[src/rtl/regfile_write_arbiter.sv]
// Two-requester round-robin arbiter in front of a single register-file write port.
// Grants are combinational; the winning write is registered with one cycle of latency.
module regfile_write_arbiter #(
    parameter int ADDR_WIDTH = 5,
    parameter int DATA_WIDTH = 32
) (
    input  logic                  clock,
    input  logic                  reset_n,
    input  logic                  req0_valid,
    input  logic [ADDR_WIDTH-1:0] req0_address,
    input  logic [DATA_WIDTH-1:0] req0_data,
    output logic                  req0_ready,
    input  logic                  req1_valid,
    input  logic [ADDR_WIDTH-1:0] req1_address,
    input  logic [DATA_WIDTH-1:0] req1_data,
    output logic                  req1_ready,
    output logic [ADDR_WIDTH-1:0] address_d,
    output logic [DATA_WIDTH-1:0] data_dval,
    output logic                  write_enable,
    input  logic                  stat_clear,
    output logic [15:0]           stall_count
);

    logic [1:0]            sync_q;
    logic                  active;
    logic                  ptr;
    logic                  xfer0;
    logic                  xfer1;
    logic                  xfer_any;
    logic [ADDR_WIDTH-1:0] sel_address;
    logic [DATA_WIDTH-1:0] sel_data;
    logic [1:0]            stall_inc;
    logic [16:0]           stall_sum;

    // Reset deassertion passes through two flops, so grants open only after the second edge.
    // NOTE: the async clear reaches sync_q directly, so readies drop the instant reset_n falls.
    always_ff @(posedge clock or negedge reset_n) begin
        if (!reset_n) begin
            sync_q <= 2'b00;
        end else begin
            sync_q <= {sync_q[0], 1'b1};
        end
    end

    assign active = sync_q[1];

    // NOTE: every always_comb output gets a default first so no latch is inferred.
    always_comb begin
        req0_ready = 1'b0;
        req1_ready = 1'b0;
        if (active) begin
            req0_ready = req0_valid && (!req1_valid || !ptr);
            req1_ready = req1_valid && (!req0_valid ||  ptr);
        end
    end

    assign xfer0       = req0_valid && req0_ready;
    assign xfer1       = req1_valid && req1_ready;
    assign xfer_any    = xfer0 || xfer1;
    assign sel_address = xfer1 ? req1_address : req0_address;
    assign sel_data    = xfer1 ? req1_data    : req0_data;

    assign stall_inc = {1'b0, req0_valid && !req0_ready} + {1'b0, req1_valid && !req1_ready};
    assign stall_sum = {1'b0, stall_count} + {15'd0, stall_inc};

    // NOTE: sequential state uses non-blocking assignments so every flop samples pre-edge values.
    always_ff @(posedge clock or negedge reset_n) begin
        if (!reset_n) begin
            ptr          <= 1'b0;
            write_enable <= 1'b0;
            address_d    <= '0;
            data_dval    <= '0;
            stall_count  <= '0;
        end else begin
            // Pointer always lands on the requester that did not just transfer.
            if (xfer_any) begin
                ptr <= xfer0;
            end
            write_enable <= xfer_any && (sel_address != '0);
            // Register 0 is never written, so address/data hold across a zero-address transfer.
            if (xfer_any && (sel_address != '0)) begin
                address_d <= sel_address;
                data_dval <= sel_data;
            end
            if (stat_clear) begin
                stall_count <= '0;
            end else if (stall_sum[16]) begin
                stall_count <= 16'hFFFF;
            end else begin
                stall_count <= stall_sum[15:0];
            end
        end
    end

endmodule

[config.mk]
export PLATFORM = sky130hd
export DESIGN_NAME = regfile_write_arbiter
export DESIGN_NICKNAME = d
export VERILOG_FILES = /design/src/rtl/regfile_write_arbiter.sv
export SDC_FILE = /design/constraint.sdc
export NUM_CORES = 1
export LEC_CHECK = 0
export ABC_AREA = 1
export CORE_MARGIN = 2
export CORE_UTILIZATION = 29
export CTS_CLUSTER_DIAMETER = 50
export CTS_CLUSTER_SIZE = 28
export DETAILED_ROUTE_END_ITERATION = 8
export GPL_TIMING_DRIVEN = 0
export SLEW_MARGIN = 20
export SYNTH_ARGS = -nofsm -noshare
export SYNTH_HDL_FRONTEND = slang
export SYNTH_SLANG_ARGS = --single-unit
export TNS_END_PERCENT = 30
[constraint.sdc]
create_clock -name clock -period 3.4 [get_ports clock]
set_input_delay 0.34 -clock clock [delete_from_list [all_inputs] [get_ports clock]]
set_output_delay 0.34 -clock clock [all_outputs]
set_load 0.005 [all_outputs]
After elaboration in Yosys (flattened, before gate mapping)
Cells that the tools add are included.

Bits in registers: 57. Output and inout port bits: 56. Word-level logic and storage cells: 30.

$add $sub $neg: 2. Mux-type cells: 6. Reductions and logical operators: 16.

Operators with widths (number): two-way mux 16 bit (2); two-way mux 32 bit (1); adder 16 x 2 -> 17 bit (1); logical AND 1 bit (7); zero test 1 bit (5); two-way mux 5 bit (1); nonzero test 5 bit (1); logical OR 1 bit (3); adder 1 x 1 -> 2 bit (1); two-way mux 1 bit (2).

Depth between registers and ports, before layout
Gate-level depths: netlist of run 1.

Word-level depth: 10. Mapped depth: 18.

Worst setup path after synthesis of run 1
Ideal clock, no wire load.

Path kind: reg-to-reg. From: register sync_q[1]. To: register stall_count[10]. Arrival: 2.670 ns. Path slack: 0.667 ns. Stages on the path, launching flop included: 19. Period minus slack after synthesis: 2.733 ns. Cell sequence: dfrtp_1 > nand2_1 > clkinv_2 > nand2_4 > buf_6 > clkbuf_1 > nand2_1 > fa_1 > inv_1 > ha_1 > nand3_1 > inv_1 > nand2_1 > nor2_1 > nand3_1 > buf_2 > nand3_1 > nand2_1 > inv_1.

Longest elaborated chain between the ends: 7. Elaborated cells on any way between the ends: 10. Those cells by class: add/sub (2); mux (4); reduce/logical (4).

Ends and longest elaborated chain: from (decl) (line 24) `logic [1:0] sync_q;`; from (signal assigned) (line 41) `sync_q <= {sync_q[0], 1'b1};`; two-way mux 1 bit (line 51) `if (active) begin`; zero test 1 bit (line 63) `assign stall_inc = {1'b0, req0_valid && !req0_ready} + {1'b0, req1_valid && !req1_ready};`; logical AND 1 bit (line 63); adder 1 x 1 -> 2 bit * (line 63); adder 16 x 2 -> 17 bit * (line 64) `assign stall_sum = {1'b0, stall_count} + {15'd0, stall_inc};`; two-way mux 16 bit * (line 87) `end else if (stall_sum[16]) begin`; two-way mux 16 bit * (line 85) `if (stat_clear) begin`; to (signal assigned) (line 90) `stall_count <= stall_sum[15:0];`; to (decl) (line 21) `output logic [15:0] stall_count`.

Mark *: on every way between the ends. The rest lies on a longest branch, timed or not. A chain may end at the register's enable or synchronous reset.

Worst setup path in the final report of run 1
From: input req1_valid. To: register stall_count[7].

Longest elaborated chain between the ends: 10. Elaborated cells on any way between the ends: 14. Those cells by class: add/sub (2); mux (4); reduce/logical (8).

Ends and longest elaborated chain: from (decl) (line 13) `input logic req1_valid,`; zero test 1 bit (line 52) `req0_ready = req0_valid && (!req1_valid || !ptr);`; logical OR 1 bit (line 52); logical AND 1 bit (line 52); two-way mux 1 bit (line 51); zero test 1 bit (line 63); logical AND 1 bit (line 63); adder 1 x 1 -> 2 bit * (line 63); adder 16 x 2 -> 17 bit * (line 64); two-way mux 16 bit * (line 87); two-way mux 16 bit * (line 85).

Marked as above.

==> results by group, run 1 <==
Status
  – Result of the run: completed

Timing
  – RSZ-0062 raised after global routing: false
  – Final Max Slew Viols: 0
  – Fin crit period: 3.01 ns
  – Peak Freq: 333 MHz
  – Setup Skew: 0.00772 ns
  – Fin Setup TNS: 0 ns
  – Final period util: 0.884
  – Final setup viols: 0
  – Final Hold Fails: 0

Job
  – Max Cap Viol: 0

Critical path
  – Critical path data required time: 3.65 ns
  – CP top delay family: buffers and inverters
  – Crit start category: input pin
  – Critical path arrival: 3.25 ns
  – Worst Path Buf+Inv: 6
  – Most used cell along the critical path: nand2_1
  – Critical path class: input pin to register
  – CP Capture Type: register
  – Worst path cell trace: clkdlybuf4s50_1, nand2_1, clkinv_2, nand2_4, buf_6, nand2_1, fa_1, inv_1, ha_1, nand3_1, inv_1, nand2_1, nor2_1, nand3_1, buf_2, a21oi_1
  – Slowest CP cell: clkdlybuf4s50_1
  – Crit path largest cell delay: 0.45 ns
  – Reg2Reg Capture Point: stall_count[7]
  – Reg2Reg Setup Slack: 0.50 ns
  – CP Max Fanout: 19
  – Worst R2R Start: sync_q[1]
  – Worst Reg-to-Reg Cells: 15

Hold path
  – WHS Path Cells: 0
  – WHS Endpoint: sync_q[1]
  – HP Class: register to register
  – Hold path startpoint: sync_q[0]

Clocking
  – Worst-path clk slew: 0.07 ns
  – CTS tree: built
  – Clock latency on the worst-skew pair: 0.33 ns
  – Clk Tree Root Cell: clkbuf_8
  – H-tree depth: 3
  – Clock Path Buffers: 2
  – Post-CTS sizing: 0
  – Num CTS Buffers: 9
  – Total clock sinks: 57

Finish
  – Area Growth Syn to Fin: 57.0%
  – Share of layout cells above drive strength 1: 0.0787
  – Area occupied by multi-input gates: 1390 µm²
  – Register Area: 1430 µm²
  – N_diodes: 0
  – Final net count: 649
  – Fill cell count: 1072

Floorplanning
  – Io pins: 135
  – # rows: 37
  – Die ar.: 11400 µm²
  – Die Ht: 107 µm
  – Initial core utilization: 0.299
  – Die extent in x: 107 µm
  – Area of the core: 10300 µm²

Route
  – # DRC: 0
  – Routed len/inst: 12.4 µm
  – Via count: 3147
  – ANT nets after route: 0
  – Via density per instance: 4.44
  – Detailed Route Iter0 Violations: 66
  – Drt first pass iters: 4
  – Routed WL: 8780 µm

GRT
  – Pin count of the biggest net entering global routing: 40
  – Initial antenna violation count: 0
  – Tot GR Track Use: 0.163
  – Vias in the first global route: 3154
  – Global-route wire length before repair: 14700 µm
  – GRT overflow: 0

Pwr
  – Pwr Density: 433 nW/µm²
  – Design Power: 0.00209 W
  – Max IR drop VDD: 235 µV
  – Lkg Pwr: 2.38 nW

Placed design
  – GP Congestion: 0.912
  – I/O Buffers: 134
  – DPL Wire Length: 6880 µm

Synth
  – Commonest cells in the netlist: nand2_1 (196), dfrtp_1 (57), nand3_1 (50)
  – Sequential fraction of the synthesis area: 0.465
  – Main synth FF type: dfrtp_1
  – Number of synthesized flops with an enable pin: 0
  – Yosys top cell area share: 0.465
  – Asr flop ratio synth: 1.00
  – Top-count cell post-synth: nand2_1
  – Distinct cell type count after synthesis: 28
  – Synth area leaders: dfrtp_1 (46%), nand2_1 (24%), nand3_1 (8.2%)
  – Synth Instances: 422
  – Syn_nets: 503
  – Synth warn: 0
  – Syn_area_per_cell: 7.27 µm²
  – Leading area contributor after synthesis: dfrtp_1
  – Synthesized area: 3070 µm²
  – Yosys reg bits: 57
## cells in the final DEF (no fill, tap or decap), types with 4 or more instances in the layout
master	synthesis	layout
nor2_1	14	14
inv_1	32	32
nand4_1	5	5
nand2_1	196	196
nand3_1	50	50
nand2_2	12	12
a21oi_1	11	11
clkbuf_1	7	6
dfrtp_1	57	57
xnor2_1	4	4
clkdlybuf4s50_1	0	133
xor2_1	5	5
clkbuf_8	0	13
## report_power, final
group | switching, W | leakage [nW] | internal, W
Sequential | 0.0000621 | 0.727 | 0.000779
Combinational | 0.000234 | 1.55 | 0.000337
Clock | 0.000263 | 0.112 | 0.000413
## how the worst max path moves through the flow
stage / depth (start not counted) / to / from / slack, ns
after floorplan: 18 / stall_count[10] / sync_q[1] / 0.67
after global placement: 19 / stall_count[10] / req1_valid / -0.41
after detailed placement: 17 / stall_count[5] / req1_valid / -0.49
after CTS: 16 / stall_count[5] / req1_valid / 0.38
after global routing: 16 / stall_count[5] / req1_valid / 0.05
final: 16 / stall_count[7] / req1_valid / 0.39
## metrics by stage
stage | setup WS (ns) | hold WS [ns] | util | cells | area (µm²)
finish | 0.394 | 0.362 | 0.469 | 708 | 4820
global placement | -0.411 | 0.334 | 0.446 | 692 | 4580
floorplan | 0.667 | 0.0444 | - | 422 | 3070
global route | 0.0497 | 0.358 | 0.469 | 708 | 4820
CTS | 0.376 | 0.360 | 0.469 | 708 | 4820
detailed placement | -0.490 | 0.240 | 0.447 | 693 | 4600
## cells by family (layout without fill, tap and decap cells)
| group | count (synthesis) | in the layout | share of synthesized area |
|---|---|---|---|
| AOI/OAI and AO/OA | 16 | 16 | 0.0294 |
| xor gates and xnor gates | 9 | 9 | 0.0257 |
| adders and majority gates | 2 | 2 | 0.0106 |
| buffers and inverters | 54 | 204 | 0.0812 |
| DFF | 57 | 57 | 0.465 |
| other | 1 | 1 | 0.00122 |
| and+or+nand+nor | 283 | 283 | 0.387 |
## routing by layer
| layer | routed length [µm] | share of wire | track usage | up-vias |
|---|---|---|---|---|
| met5 | 0 | 0 | 0 | - |
| met4 | 96 | 0.011 | 0.0529 | 0 |
| met3 | 651 | 0.074 | 0.0492 | 9 |
| met2 | 4320 | 0.49 | 0.283 | 99 |
| met1 | 3710 | 0.42 | 0.193 | 1442 |
| li1 | - | - | - | 1597 |
## cell type report
type | count | area share
multi-input cells | 311 | 0.289
repair buffers | 136 | 0.284
inverters | 35 | 0.0275
plain buffers | 18 | 0.0234
clock buffers | 13 | 0.0371
clock inverters | 2 | 0.00727
flip-flops and latches | 57 | 0.296
well taps | 136 | 0.0353
## what timing repair did
action                                 in CTS  in global routing
buffers inserted                            0                  0
endpoints found under the hold margin      18                  0
setup endpoints to repair                  10                  0
hold buffers                                1                  0
## worst reg2reg max path: stages (launching register included)
cell,delay (ns)
dfrtp_1,0.38
nand2_1,0.09
clkinv_2,0.11
nand2_4,0.10
buf_6,0.21
nand2_1,0.09
fa_1,0.37
inv_1,0.09
ha_1,0.18
nand3_1,0.13
inv_1,0.11
nand2_1,0.06
nor2_1,0.28
nand3_1,0.22
buf_2,0.24
a21oi_1,0.17
## registers in the layout, indices dropped and copies added, names as in the netlist
name	count
write_enable	1
ptr	1
data_dval	32
address_d	5
sync_q	2
stall_count	16
Power figures use the tool's default switching activity.
==> run 2, diff against run 1 <==
--- a/config.mk
+++ b/config.mk
@@ -6,9 +6,10 @@
 export NUM_CORES = 1
 export LEC_CHECK = 0
 export ABC_AREA = 1
+export CAP_MARGIN = 20
 export CORE_MARGIN = 2
 export CORE_UTILIZATION = 29
-export CTS_CLUSTER_DIAMETER = 50
+export CTS_CLUSTER_DIAMETER = 30
 export CTS_CLUSTER_SIZE = 28
 export DETAILED_ROUTE_END_ITERATION = 8
 export GPL_TIMING_DRIVEN = 0
==> results of run 2 <==
Same layout as run 1: the final DEF is identical, and so are final timing and power.
==> run 3, diff against run 2 <==
--- a/config.mk
+++ b/config.mk
@@ -7,7 +7,7 @@
 export LEC_CHECK = 0
 export ABC_AREA = 1
 export CAP_MARGIN = 20
-export CORE_MARGIN = 2
+export CORE_MARGIN = 10
 export CORE_UTILIZATION = 29
 export CTS_CLUSTER_DIAMETER = 30
 export CTS_CLUSTER_SIZE = 28
==> constraint.sdc (replaced) <==
create_clock -name clock -period 2.4 [get_ports clock]
set_input_delay 0.24 -clock clock [delete_from_list [all_inputs] [get_ports clock]]
set_output_delay 0.24 -clock clock [all_outputs]
set_load 0.005 [all_outputs]
==> run 3 against run 2 <==
- sequential power up 41%
- combinational power up 48%
- clock skew down 0.0027 ns
- clock power up 32%
- highest routed layer unchanged
- critical path depth up 1
- die area up 32%
- register-to-register slack worse by 0.37 ns
- clock-buffer cell count down 1
- critical path type is now register to register
- cell area up 2.8%
- global-route usage down 3.0 points
- first-iteration DRC count up 150%
- core utilization up 1.1 points
==> results by group, run 3 (synthesis results as in run 1) <==
Timing
  – Worst slew pin tran: 0.508 ns
  – RSZ-0062 raised after global routing: true
  – Final Hold Fails: 0
  – Max_slew headroom: 0.661
  – Setup Skew: 0.00499 ns
  – Final Max Slew Viols: 0
  – Fin crit period: 2.27 ns
  – Fin Setup TNS: 0 ns
  – Final period util: 0.946
  – Peak Freq: 441 MHz
  – Final setup viols: 0

Floorplanning
  – # rows: 37
  – Area of the core: 10300 µm²
  – Initial core utilization: 0.297
  – Io pins: 135
  – Die ar.: 15100 µm²
  – Die extent in x: 123 µm
  – Die Ht: 123 µm

Finish
  – N_diodes: 0
  – Largest register FFs: 32
  – Largest registers: data_dval x32, stall_count x16, address_d x5
  – Area Growth Syn to Fin: 61.5%
  – Most common cell after layout, fill and taps aside: nand2_1
  – Share of layout cells above drive strength 1: 0.109
  – Most frequent cells in the layout: nand2_1 (193), clkdlybuf4s50_1 (131), dfrtp_1 (57)
  – Final net count: 655
  – Most flop-heavy register: data_dval
  – Post-route cell area: 4950 µm²
  – Area occupied by multi-input gates: 1460 µm²
  – Fill cell count: 1017
  – Final core occ: 0.480
  – Register Area: 1430 µm²

Pwr
  – Seq pwr share: 0.407
  – Lkg Pwr: 2.44 nW
  – NetSw: 0.000804 W
  – Clk network pwr share: 0.305
  – Logic pwr share: 0.288
  – Max IR drop VDD: 247 µV
  – Switching part of the total: 0.275
  – Internal: 0.00212 W
  – Design Power: 0.00293 W
  – Pwr Density: 591 nW/µm²

Clocking
  – Num CTS Buffers: 9
  – Total clock sinks: 57
  – Clock latency on the worst-skew pair: 0.32 ns
  – Worst-path clk slew: 0.06 ns
  – Clk Tree Root Cell: clkbuf_8
  – CTS tree: built
  – H-tree depth: 3
  – Clock Path Buffers: 2

Route
  – Via density per instance: 4.44
  – Detailed Route Iter0 Violations: 163
  – Drt first pass iters: 4
  – Via count: 3172
  – # DRC: 0
  – Routed len/inst: 14.1 µm
  – Routed WL: 10100 µm
  – ANT nets after route: 0

GRT
  – Vias in the first global route: 3213
  – GRT overflow: 0
  – Pin count of the biggest net entering global routing: 53
  – Initial antenna violation count: 0
  – Tot GR Track Use: 0.133
  – Global-route wire length before repair: 16200 µm

Placed design
  – GP Congestion: 0.905
  – DPL Wire Length: 7830 µm
  – Placed Area: 4640 µm²
  – I/O Buffers: 134

Status
  – Result of the run: completed

Critical path
  – Critical path data required time: 2.67 ns
  – Critical path arrival: 2.54 ns
  – CP Capture Type: register
  – Reg2Reg Setup Slack: 0.13 ns
  – Critical path class: register to register
  – Reg2Reg Capture Point: stall_count[10]
  – Crit start category: register
  – CP Max Fanout: 10
  – Worst R2R Start: sync_q[1]
  – Worst Reg-to-Reg Cells: 17

Hold path
  – HP Class: input pin to asynchronous set/reset pin

Job
  – Max Cap Viol: 0
==> run 3: changes by cell type in the layout (fill, tap and decap cells not counted), sizes merged <==
| cell | delta |
|---|---|
| clkdlybuf4s50 | -2 |
| dlymetal6s2s | +2 |
| inv | +1 |
| buf | +7 |
| clkbuf | -2 |
==> run 3: timing repair <==
action	4_1_cts	5_1_grt
hold buffers	1	0
pin swaps	1	5
endpoints found under the setup margin	17	16
buffers inserted	3	4
resized for setup	3	18
endpoints found under the hold margin	57	0
==> run 3: layout make-up <==
type,instances,share of cell area
multi-input combinational,311,0.295
timing repair buffer,143,0.291
sequential,57,0.288
tap,136,0.0344
clock buffer,12,0.0313
inverter,35,0.0275
buffer,17,0.0250
clock inverter,3,0.00808
==> run 3: how the worst max path moves through the flow <==
stage	from	endpoint	slack, ns	cells past startpoint
6_report	sync_q[1]	stall_count[10]	0.13	17
5_1_grt	sync_q[1]	stall_count[10]	-0.05	17
4_1_cts	sync_q[1]	stall_count[10]	0.002	17
3_5_place_dp	req1_valid	stall_count[10]	-0.67	19
3_3_place_gp	reset_n	data_dval[7]	-0.83	1
2_1_floorplan	sync_q[1]	stall_count[10]	0.02	18
==> run 3: power groups by stage <==
| stage | Combinational (W) | Clock [W] | Sequential [W] |
|---|---|---|---|
| 2_1_floorplan | 0.000290 | 0 | 0.00121 |
| 3_3_place_gp | 0.000837 | 0 | 0.00120 |
| 3_5_place_dp | 0.000850 | 0 | 0.00120 |
| 4_1_cts | 0.000855 | 0.000925 | 0.00119 |
| 5_1_grt | 0.000945 | 0.000971 | 0.00121 |
| 6_report | 0.000843 | 0.000893 | 0.00119 |
==> run 3: critical path, stage by stage, from the launching register on <==
cell	delay [ns]
dfrtp_1	0.39
nand2_2	0.09
inv_4	0.05
nand2_4	0.09
buf_12	0.10
nand2_2	0.05
fa_2	0.36
inv_2	0.09
ha_4	0.15
nand3_4	0.09
inv_4	0.07
nand2_2	0.06
nor2_4	0.18
nand3_4	0.11
buf_6	0.16
nand3_1	0.08
nand2_1	0.05
inv_1	0.05
==> run 3: metal layers <==
metal | share of wire | GRT usage | wire length (µm)
met3 | 0.080 | 0.0491 | 804
met4 | 0.012 | 0.0353 | 116
met1 | 0.41 | 0.154 | 4120
met2 | 0.50 | 0.228 | 5040
met5 | 0 | 0 | 0
==> run 3: per-stage QoR <==
step           setup WS (ns)  cells  hold WS (ns)
5_1_grt              -0.0535    714         0.266
2_1_floorplan         0.0211    422       -0.0556
3_5_place_dp          -0.668    693        0.0650
4_1_cts              0.00222    711         0.258
3_3_place_gp          -0.829    692         0.335
6_report               0.130    714         0.270
